File: src/rtl/gpio_irq.sv
// GPIO peripheral on the 16-bit Wishbone bus: synchronised inputs, atomic output updates,
// per-pin edge detection with sticky pending bits and one level interrupt.
module gpio_irq #(
    parameter int          N        = 16,
    parameter logic [23:0] BASE_ADR = 24'h001010
) (
    input  logic         i_clk,
    input  logic         i_rst_n,
    input  logic [23:0]  wb_adr,
    input  logic         wb_cyc,
    input  logic         wb_stb,
    input  logic         wb_we,
    input  logic [15:0]  wb_i_dat,
    output logic [15:0]  wb_o_dat,
    output logic         wb_ack,
    input  logic [N-1:0] gpio_in,
    output logic [N-1:0] gpio_out,
    output logic [N-1:0] gpio_dir,
    output logic         irq
);

    localparam logic [3:0] REG_IN      = 4'd0;
    localparam logic [3:0] REG_OUT     = 4'd1;
    localparam logic [3:0] REG_DIR     = 4'd2;
    localparam logic [3:0] REG_OUT_SET = 4'd3;
    localparam logic [3:0] REG_OUT_CLR = 4'd4;
    localparam logic [3:0] REG_OUT_TGL = 4'd5;
    localparam logic [3:0] REG_RISE_EN = 4'd6;
    localparam logic [3:0] REG_FALL_EN = 4'd7;
    localparam logic [3:0] REG_PEND    = 4'd8;
    localparam logic [3:0] REG_NONE    = 4'd15;

    logic [N-1:0] sync1_r, sync2_r, prev_r;
    logic [N-1:0] out_r, dir_r, rise_en_r, fall_en_r, pend_r;
    logic         irq_r;

    logic [23:0]  off_s;
    logic         hit_s;
    logic [3:0]   idx_s;
    logic         wr_s;
    logic [N-1:0] wr_dat_s;
    logic [N-1:0] rd_s;
    logic [15:0]  rd_ext_s;
    logic [N-1:0] out_nxt_s, dir_nxt_s, rise_en_nxt_s, fall_en_nxt_s;
    logic [N-1:0] rise_s, fall_s, set_ev_s, clr_s, pend_nxt_s;

    // Address decode: exact match on the nine-word window above BASE_ADR
    always_comb begin
        off_s = wb_adr - BASE_ADR;
        hit_s = (wb_adr >= BASE_ADR) && (off_s < 24'd9);
        if (hit_s) begin
            idx_s = off_s[3:0];
        end else begin
            idx_s = REG_NONE;
        end
        wr_s     = wb_cyc & wb_stb & wb_we;
        wr_dat_s = wb_i_dat[N-1:0];
    end

    // Read mux; write-only and unmapped words read as zero
    always_comb begin
        rd_s = '0;
        case (idx_s)
            REG_IN:      rd_s = sync2_r;
            REG_OUT:     rd_s = out_r;
            REG_DIR:     rd_s = dir_r;
            REG_RISE_EN: rd_s = rise_en_r;
            REG_FALL_EN: rd_s = fall_en_r;
            REG_PEND:    rd_s = pend_r;
            default:     rd_s = '0;
        endcase
        rd_ext_s         = 16'h0000;
        rd_ext_s[N-1:0]  = rd_s;
    end

    assign wb_o_dat = rd_ext_s;
    assign wb_ack   = wb_cyc & wb_stb;

    // Next-state for the bus-writable registers, including atomic OUT updates
    always_comb begin
        out_nxt_s     = out_r;
        dir_nxt_s     = dir_r;
        rise_en_nxt_s = rise_en_r;
        fall_en_nxt_s = fall_en_r;
        clr_s         = '0;
        if (wr_s) begin
            case (idx_s)
                REG_OUT:     out_nxt_s     = wr_dat_s;
                REG_OUT_SET: out_nxt_s     = out_r | wr_dat_s;
                REG_OUT_CLR: out_nxt_s     = out_r & ~wr_dat_s;
                REG_OUT_TGL: out_nxt_s     = out_r ^ wr_dat_s;
                REG_DIR:     dir_nxt_s     = wr_dat_s;
                REG_RISE_EN: rise_en_nxt_s = wr_dat_s;
                REG_FALL_EN: fall_en_nxt_s = wr_dat_s;
                REG_PEND:    clr_s         = wr_dat_s;
                default:     out_nxt_s     = out_r;
            endcase
        end else begin
            out_nxt_s = out_r;
        end
    end

    // Edge detection; a new event on a bit outranks a same-cycle write-1-to-clear
    always_comb begin
        rise_s     = sync2_r & ~prev_r;
        fall_s     = ~sync2_r & prev_r;
        set_ev_s   = dir_r & ((rise_s & rise_en_r) | (fall_s & fall_en_r));
        pend_nxt_s = (pend_r & ~clr_s) | set_ev_s;
    end

    // Synchroniser and edge history
    always_ff @(posedge i_clk or negedge i_rst_n) begin
        if (!i_rst_n) begin
            sync1_r <= '0;
            sync2_r <= '0;
            prev_r  <= '0;
        end else begin
            sync1_r <= gpio_in;
            sync2_r <= sync1_r;
            prev_r  <= sync2_r;
        end
    end

    // Control/status registers; irq is registered from the next pending value so it tracks PEND exactly
    always_ff @(posedge i_clk or negedge i_rst_n) begin
        if (!i_rst_n) begin
            out_r     <= '0;
            dir_r     <= '1;
            rise_en_r <= '0;
            fall_en_r <= '0;
            pend_r    <= '0;
            irq_r     <= 1'b0;
        end else begin
            out_r     <= out_nxt_s;
            dir_r     <= dir_nxt_s;
            rise_en_r <= rise_en_nxt_s;
            fall_en_r <= fall_en_nxt_s;
            pend_r    <= pend_nxt_s;
            irq_r     <= |pend_nxt_s;
        end
    end

    assign gpio_out = out_r;
    assign gpio_dir = dir_r;
    assign irq      = irq_r;

endmodule

File: config.mk
export PLATFORM = sky130hd
export DESIGN_NAME = gpio_irq
export DESIGN_NICKNAME = d
export VERILOG_FILES = /design/src/rtl/gpio_irq.sv
export SDC_FILE = /design/constraint.sdc
export NUM_CORES = 1
export LEC_CHECK = 0
export ABC_CLOCK_PERIOD_IN_PS = 5070
export CORE_MARGIN = 3
export CORE_UTILIZATION = 58
export CTS_CLUSTER_DIAMETER = 150
export DETAILED_ROUTE_END_ITERATION = 12
export GPL_TIMING_DRIVEN = 0
export HOLD_SLACK_MARGIN = 0.1
export PLACE_DENSITY = 0.86
export SETUP_SLACK_MARGIN = 0.15
export SLEW_MARGIN = 0
export SYNTH_ARGS = -nofsm -noshare
export SYNTH_HDL_FRONTEND = slang
export SYNTH_SLANG_ARGS = --single-unit
File: constraint.sdc
create_clock -name i_clk -period 5.07 [get_ports i_clk]
set_input_delay 0.7605 -clock i_clk [delete_from_list [all_inputs] [get_ports i_clk]]
set_output_delay 0.7605 -clock i_clk [all_outputs]
set_load 0.02 [all_outputs]
==> results.txt <==
----------------------------------------------------
[Power and ir drop]
  Relative contribution of combinational cells to total power ... 6.6%
  Power per cell area ... 277 nW/um2
  Max IR drop VDD ... 0.292 mV
  Power consumption ... 2.34 mW
  LEAKAGE ... 3.70 nW
  Portion of total power attributed to sequential cells ... 45.3%
  Total net switching power ... 560 uW
  Power Internal ... 1.78 mW
  Clock network power share ... 48.0%
  Proportion of total power due to net switching ... 23.9%

[Clock network]
  Clock-pin transition on the worst setup and hold timing paths ... 0.06 ns
  CTS Sinks ... 129
  TritonCTS clock tree ... yes
  Num CTS Buffers ... 17
  Hold buffer count at cts ... 0
  H-tree level count ... 4
  Maximum clock path buffer count ... 2
  Cell at the root of the clock tree ... sky130_fd_sc_hd__clkbuf_8
  Clock latency reported for the late side of the worst-skew pair ... 0.53 ns

[Worst setup path]
  Critical setup path kind ... in -> out
  CP Capture Type ... output pin
  Gate family responsible for the most delay along the worst path ... simple AND/OR/NAND/NOR gates
  Signal arrival time at the worst endpoint ... 3.94 ns
  Cell repeated most along the worst path ... sky130_fd_sc_hd__clkdlybuf4s50_1
  Count of buffering cells on the critical path with inverters included ... 3
  Kind of start point of the critical path ... primary input
  Critical-path maximum fanout ... 10
  CP Cell Sequence ... clkdlybuf4s50_1 > nor4_4 > nand3_2 > nor4_2 > nand3_1 > nor2_4 > clkbuf_2 > a22oi_1 > nand2_1 > clkdlybuf4s50_1
  Worst path slowest cell ... sky130_fd_sc_hd__clkdlybuf4s50_1
  Data required time of the critical path ... 4.31 ns
  Longest individual stage delay on the worst path ... 0.61 ns

[Timing]
  Unrepaired setup endpoints after global routing ... no
  Slew at the pin closest to its max-slew limit ... 0.957 ns
  Worst clock skew ... 0.00464 ns
  Final Setup Violations ... 0
  F_max ... 0.213 GHz
  Final sum of negative setup slack ... 0 ns
  Number of pins with negative max-slew slack in the final report ... 0
  Tmin final ... 4.70 ns
  Ratio of final minimum period to clock period ... 92.7%
  Final hold viol count ... 0
  Max-Slew Margin vs Limit ... 36.0%

[Run status]
  Status ... complete, no violations

[Hold path]
  Hold/Removal Path Class ... in -> async

[Layout]
  Total number of nets in the final design ... 839
  Final core utilization ... 77.7%
  Layout cells sized above 1 ... 16.7%
  Area taken by flip-flops and latches ... 3250 um2
  Area of the multi-input gates ... 3050 um2
  Diodes inserted ... 0
  Area growth, synth to finish ... 29.7%
  Layout fillers ... 646

[Drt]
  Residual DRC count ... 0
  Final wirelength ... 19,700 um
  Via count of the routed design ... 5,781
  Average vias per placed instance ... 6.43
  Number of detailed-route iterations in the first pass ... 6
  Violation count after the first detailed-routing iteration ... 662
  Antenna violation net count after detailed routing ... 0
  Routed length per instance ... 22.0 um

[Global routing]
  Number of antenna violations at the first check in global routing ... 0
  Global-route wire length before repair ... 31,200 um
  Number of global-route vias before repair ... 6,006
  Maximum number of pins on one net before global-route repair ... 88
  Global-route usage over all layers ... 31.9%
  Total overflow reported by the global router ... 0

[Synthesis]
  Share of synthesized registers carrying an async set or reset ... 100%
  Share of Yosys cell area claimed by the top area cell type ... 43.4%
  Most used flip-flop cell after synthesis ... sky130_fd_sc_hd__dfrtp_1
  Synthesized area divided by synthesized cell count ... 10.7 um2
  Total nets after synthesis ... 704
  Post-synthesis simple-gate area fraction ... 13.6%
  Share of the synthesized area in compound gates (AO/OA/AOI/OAI) ... 15.7%
  Fraction of synthesized cell area in xor and xnor cells ... 0%
  Commonest cells post-synth ... 113 x sky130_fd_sc_hd__dfrtp_1, 80 x sky130_fd_sc_hd__nand2_1, 48 x sky130_fd_sc_hd__mux2_2, 43 x sky130_fd_sc_hd__o21ai_0, 36 x sky130_fd_sc_hd__inv_1
  Area of the mapped netlist ... 6520 um2
  Ranking of synthesized cells by area ... sky130_fd_sc_hd__dfrtp_1 43%, sky130_fd_sc_hd__mux2_2 8.3%, sky130_fd_sc_hd__dfstp_2 6.4%
  Post-synthesis sequential area ratio ... 49.8%
  Warning count from the yosys run ... 0
  Mux contribution to synthesized area ... 10.7%
  Adder and majority gate portion of the synthesized area ... 6.14%
  Dominant combinational cell family by area after synthesis ... compound AO/OA/AOI/OAI gates
  Number of enable flip-flop cells after synthesis ... 0
  Count of state elements after synthesis ... 129
  Cell with the most instances after synthesis ... sky130_fd_sc_hd__dfrtp_1
  Library cells used by synthesis ... 48
  Gate count of the mapped netlist ... 611
  Post-synthesis cell type with the largest combined area ... sky130_fd_sc_hd__dfrtp_1

[Die]
  Total number of placement rows ... 38
  Initial standard-cell utilization of the core ... 59.9%
  Placeable core region ... 10,900 um2
  Horizontal die dimension ... 112 um
  Die ar. ... 12,500 um2
  Ports placed on the boundary ... 111
  Chip Height ... 112 um

[Placement]
  Number of port buffers ... 110
  RD Place Congestion ... 0.884
  Final HPWL from detailed placement ... 13,200 um

[Flow run]
  Max capacitance violation total ... 0

----------------------------------------------------
routing by layer:
metal	part of all wire (%)	routed length, um	track usage, %	vias up
met2	48	9430	51.2	382
met5	0	0	0	-
met4	3.1	606	14.8	0
met1	39	7720	40.3	2848
li1	-	-	-	2479
met3	10	1980	8.95	72
metrics by stage:
stage / setup WS [ns] / cells / hold slack, ns / area (um2)
global route: 0.193 / 899 / 0.153 / 8460
floorplan: 1.62 / 611 / 0.331 / 6520
detailed placement: -0.227 / 862 / 0.335 / 7830
finish: 0.371 / 899 / 0.142 / 8460
global placement: -1.60 / 861 / 0.332 / 7790
CTS: 0.198 / 894 / 0.151 / 8400
what timing repair did:
action | in CTS | in global routing
buffers inserted | 0 | 5
resized for setup | 9 | 13
setup endpoints to repair | 15 | 15
pin swaps | 0 | 2
sequential cells by signal, summed over array words and instances (netlist names):
| register | count |
|---|---|
| gpio_out | 16 |
| rise_en_r | 16 |
| sync2_r | 16 |
| gpio_dir | 16 |
| irq | 1 |
| fall_en_r | 16 |
| sync1_r | 16 |
| pend_r | 16 |
| prev_r | 16 |
placed cells by master, fill, tap and decap left out, types with 7 or more instances in the layout:
cell type                         instances
sky130_fd_sc_hd__ha_1                    32
sky130_fd_sc_hd__clkdlybuf4s50_1        109
sky130_fd_sc_hd__a22o_1                  23
sky130_fd_sc_hd__dfstp_2                 16
sky130_fd_sc_hd__mux2_2                  48
sky130_fd_sc_hd__clkbuf_16               16
sky130_fd_sc_hd__nand2_1                 80
sky130_fd_sc_hd__nor2_1                  22
sky130_fd_sc_hd__buf_4                    7
sky130_fd_sc_hd__o21ai_0                 43
sky130_fd_sc_hd__nand3b_1                16
sky130_fd_sc_hd__a221oi_1                15
sky130_fd_sc_hd__a21oi_1                 24
sky130_fd_sc_hd__a31oi_1                 16
sky130_fd_sc_hd__inv_1                   36
sky130_fd_sc_hd__clkbuf_2                 7
sky130_fd_sc_hd__mux2i_1                 16
sky130_fd_sc_hd__a22oi_1                 18
sky130_fd_sc_hd__clkbuf_1                16
sky130_fd_sc_hd__dfrtp_1                113
path summary, 6_finish.rpt:
path                       cells after the start                 endpoint                   from  slack [ns]
setup / recovery                              10              wb_o_dat[7]             wb_adr[17]        0.37
hold / removal                                 1    sync2_r[12]$_DFF_PN0_                i_rst_n        0.14
setup reg to reg                               6            irq$_DFF_PN0_   sync2_r[2]$_DFF_PN0_        2.56
hold reg to reg                                0    sync2_r[10]$_DFF_PN0_  sync1_r[10]$_DFF_PN0_        0.35
max in group asynchronous                      2  gpio_dir[4]$_DFFE_PN1P_                i_rst_n        4.12
min in group i_clk                             0    sync2_r[10]$_DFF_PN0_  sync1_r[10]$_DFF_PN0_        0.35
cell type report:
cell class | count | area share, %
Clock buffer | 21 | 5.19
Buffer | 30 | 1.64
Tap cell | 140 | 2.07
Inverter | 36 | 1.60
Sequential cell | 129 | 38.4
Clock inverter | 11 | 1.24
Timing Repair Buffer | 116 | 13.8
Multi-Input combinational cell | 416 | 36.0
logic make-up after synthesis:
family	after synthesis
compound gates	156
mux	64
simple gates	164
fa+ha+maj	32
flops	129
buf+inv	66
power groups by stage:
stage,Combinational (mW),Clock [mW],Sequential (mW)
5_1_grt,0.169,1.17,1.06
4_1_cts,0.154,1.13,1.06
6_report,0.155,1.13,1.06
3_5_place_dp,0.153,0,1.08
2_1_floorplan,0.0517,0,1.08
3_3_place_gp,0.143,0,1.08
No activity file was read; power rests on OpenSTA's default activity.
==> edit, RTL diff (same flow settings) <==
`N`: 16 -> 8.
--- a/src/rtl/gpio_irq.sv
+++ b/src/rtl/gpio_irq.sv
@@ -3,3 +3,3 @@
 module gpio_irq #(
-    parameter int          N        = 16,
+    parameter int          N        = 8,
     parameter logic [23:0] BASE_ADR = 24'h001010
Ports: changed (resized gpio_dir, gpio_in and gpio_out); port bits go from 111 to 87. No check against the original RTL was run, so the function may have changed too.
==> edit against the original RTL <==
  * Cell area down 44%
  * Sequential cell count down 64
  * Power down 50%
  * First-iteration DRC count down 52%
  * Synthesized cell count down 44%
  * Count of clock-buffer cells in the layout down 10
  * Area after synthesis down 44%
  * Worst setup slack worse by 0.0018 ns
  * Wire length down 48%
  * Critical path type unchanged
  * Critical endpoint is now wb_o_dat[5]
  * Largest power group is now registers
==> edit: results (changes against the original RTL) <==
Status
  • Outcome: complete, no violations

Synth
  • Synth warnings: 0 (unchanged)
  • Synth top area cells: dfrtp_1 (39%), mux2_2 (10%), dfstp_2 (5.8%)
  • Async S/R FF share, synth: 100% (unchanged)
  • Top post-synthesis cells by count: dfrtp_1 (57), nand2_1 (40), mux2_2 (33), inv_1 (22), ha_1 (16)
  • Register area share after synthesis: 44.8% (-5.0 points)
  • Yosys cell types: 49 (+2.1%)
  • Ys flop type: dfrtp_1

CTS
  • Clock latency on the worst-skew pair: 0.35 ns (-0.18 ns)
  • Post-CTS Resized: 0 (-9)
  • Clk buf depth: 2 (unchanged)
  • Clock transition at path regs: 0.08 ns (+0.02 ns)
  • Hold_buf cts: 0 (unchanged)
  • H-tree depth: 3 (-1)
  • Post-CTS Setup Repair Bufs: 0 (unchanged)
  • Cts bufs inserted: 9 (-8)
  • Root Driver: clkbuf_8

Finish
  • Share of layout cells above drive strength 1: 22.5% (+5.8 points)
  • # diodes: 0 (unchanged)
  • Layout Nets: 495 (-41%)
  • Fill cells: 397 (-39%)

STA
  • Clock Skew: 0.00869 ns (+0.00404 ns)
  • Slew HR: 33.2% (-2.7 points)
  • Achievable clock frequency: 213 MHz (about the same)

Worst setup path
  • Critical path's slowest cell: clkdlybuf4s50_1
  • FF-to-FF setup slack: 3.41 ns (+0.85 ns)
  • Reg2reg path depth: 5 (-1)
  • Worst path max stage delay: 0.65 ns (+0.04 ns)
  • CP Max Fanout: 10 (unchanged)
  • CP arrival: 3.94 ns (about the same)

Power
  • Pint: 0.885 mW (-50%)
  • Lkg Pwr: 2.01 nW (-46%)
  • Worst VDD drop: 278 µV (-4.9%)

Global route
  • Tot GR Track Use: 28.8% (-3.1 points)
  • Initial antenna violation count: 0 (unchanged)
  • Largest net degree at the start of global routing: 66 (-25%)
  • First-pass GRT wire length: 16000 µm (-49%)

Drt
  • Drt first pass iters: 6 (unchanged)
  • Initial DRC Count: 315 (-52%)
  • DR WL/cell: 20.1 µm (-8.2%)
  • Vias: 3183 (-45%)

Hold path
  • Hold path depth: 0
  • Hold crit path type: flip-flop to flip-flop

Placement
  • IO buf count: 67 (-39%)
  • Post-DP HPWL: 6890 µm (-48%)
  • Post-placement cell area: 4460 µm² (-43%)
  • DP Worst Slack: 0.439 ns (+0.666 ns)
  • RD Place Congestion: 0.876 (-0.87%)
==> edit: cell type report <==
type	instances	area, µm²	area share [%]
well taps	75	93.8	1.99
multi-input cells	239	1850	39.4
clock buffers	11	151	3.22
clock inverters	5	85.1	1.81
flip-flops and latches	65	1640	34.8
plain buffers	21	125	2.66
inverters	22	82.6	1.76
repair buffers	68	676	14.4
==> edit: worst paths after layout <==
kind / start / end
min in group asynchronous: i_rst_n / sync1_r[4]$_DFF_PN0_
setup / recovery: wb_adr[6] / wb_o_dat[5]
setup reg to reg: sync2_r[6]$_DFF_PN0_ / irq$_DFF_PN0_
hold reg to reg: sync1_r[6]$_DFF_PN0_ / sync2_r[6]$_DFF_PN0_
max in group asynchronous: i_rst_n / rise_en_r[0]$_DFFE_PN0P_
hold / removal: sync1_r[6]$_DFF_PN0_ / sync2_r[6]$_DFF_PN0_
==> edit: kinds of logic after synthesis <==
| logic type | share of synthesized area (%) |
|---|---|
| simple gates | 17.5 |
| compound gates | 13.9 |
| flops | 44.8 |
| buf+inv | 5.68 |
| mux | 12.4 |
| fa+ha+maj | 5.48 |
| other cells | 0.103 |
| xor+xnor | 0.240 |
==> edit: metrics by stage <==
step	hold slack [ns]	instances
2_1_floorplan	0.331	347
3_3_place_gp	0.332	489
3_5_place_dp	0.335	490
4_1_cts	0.349	506
5_1_grt	0.358	506
6_report	0.347	506
==> edit: power by group through the flow <==
stage	Combinational [mW]	Clock (mW)	Sequential (mW)
2_1_floorplan	0.0465	0	0.542
3_3_place_gp	0.104	0	0.543
3_5_place_dp	0.108	0	0.543
4_1_cts	0.109	0.519	0.534
5_1_grt	0.118	0.541	0.535
6_report	0.110	0.518	0.534
==> edit: layer usage <==
metal / vias up / global-route usage (%) / wire (µm)
met5: - / 0 / 0
met4: 0 / 12.1 / 342
met3: 35 / 5.63 / 912
met2: 174 / 48.4 / 5020
met1: 1557 / 36.3 / 3920
li1: 1417 / - / -
==> edit: critical path: cells and delay by family <==
family	cells	cell delay [ns]
buffers and inverters	4	1.57
AOI/OAI and AO/OA	2	0.50
and+or+nand+nor	2	1.10
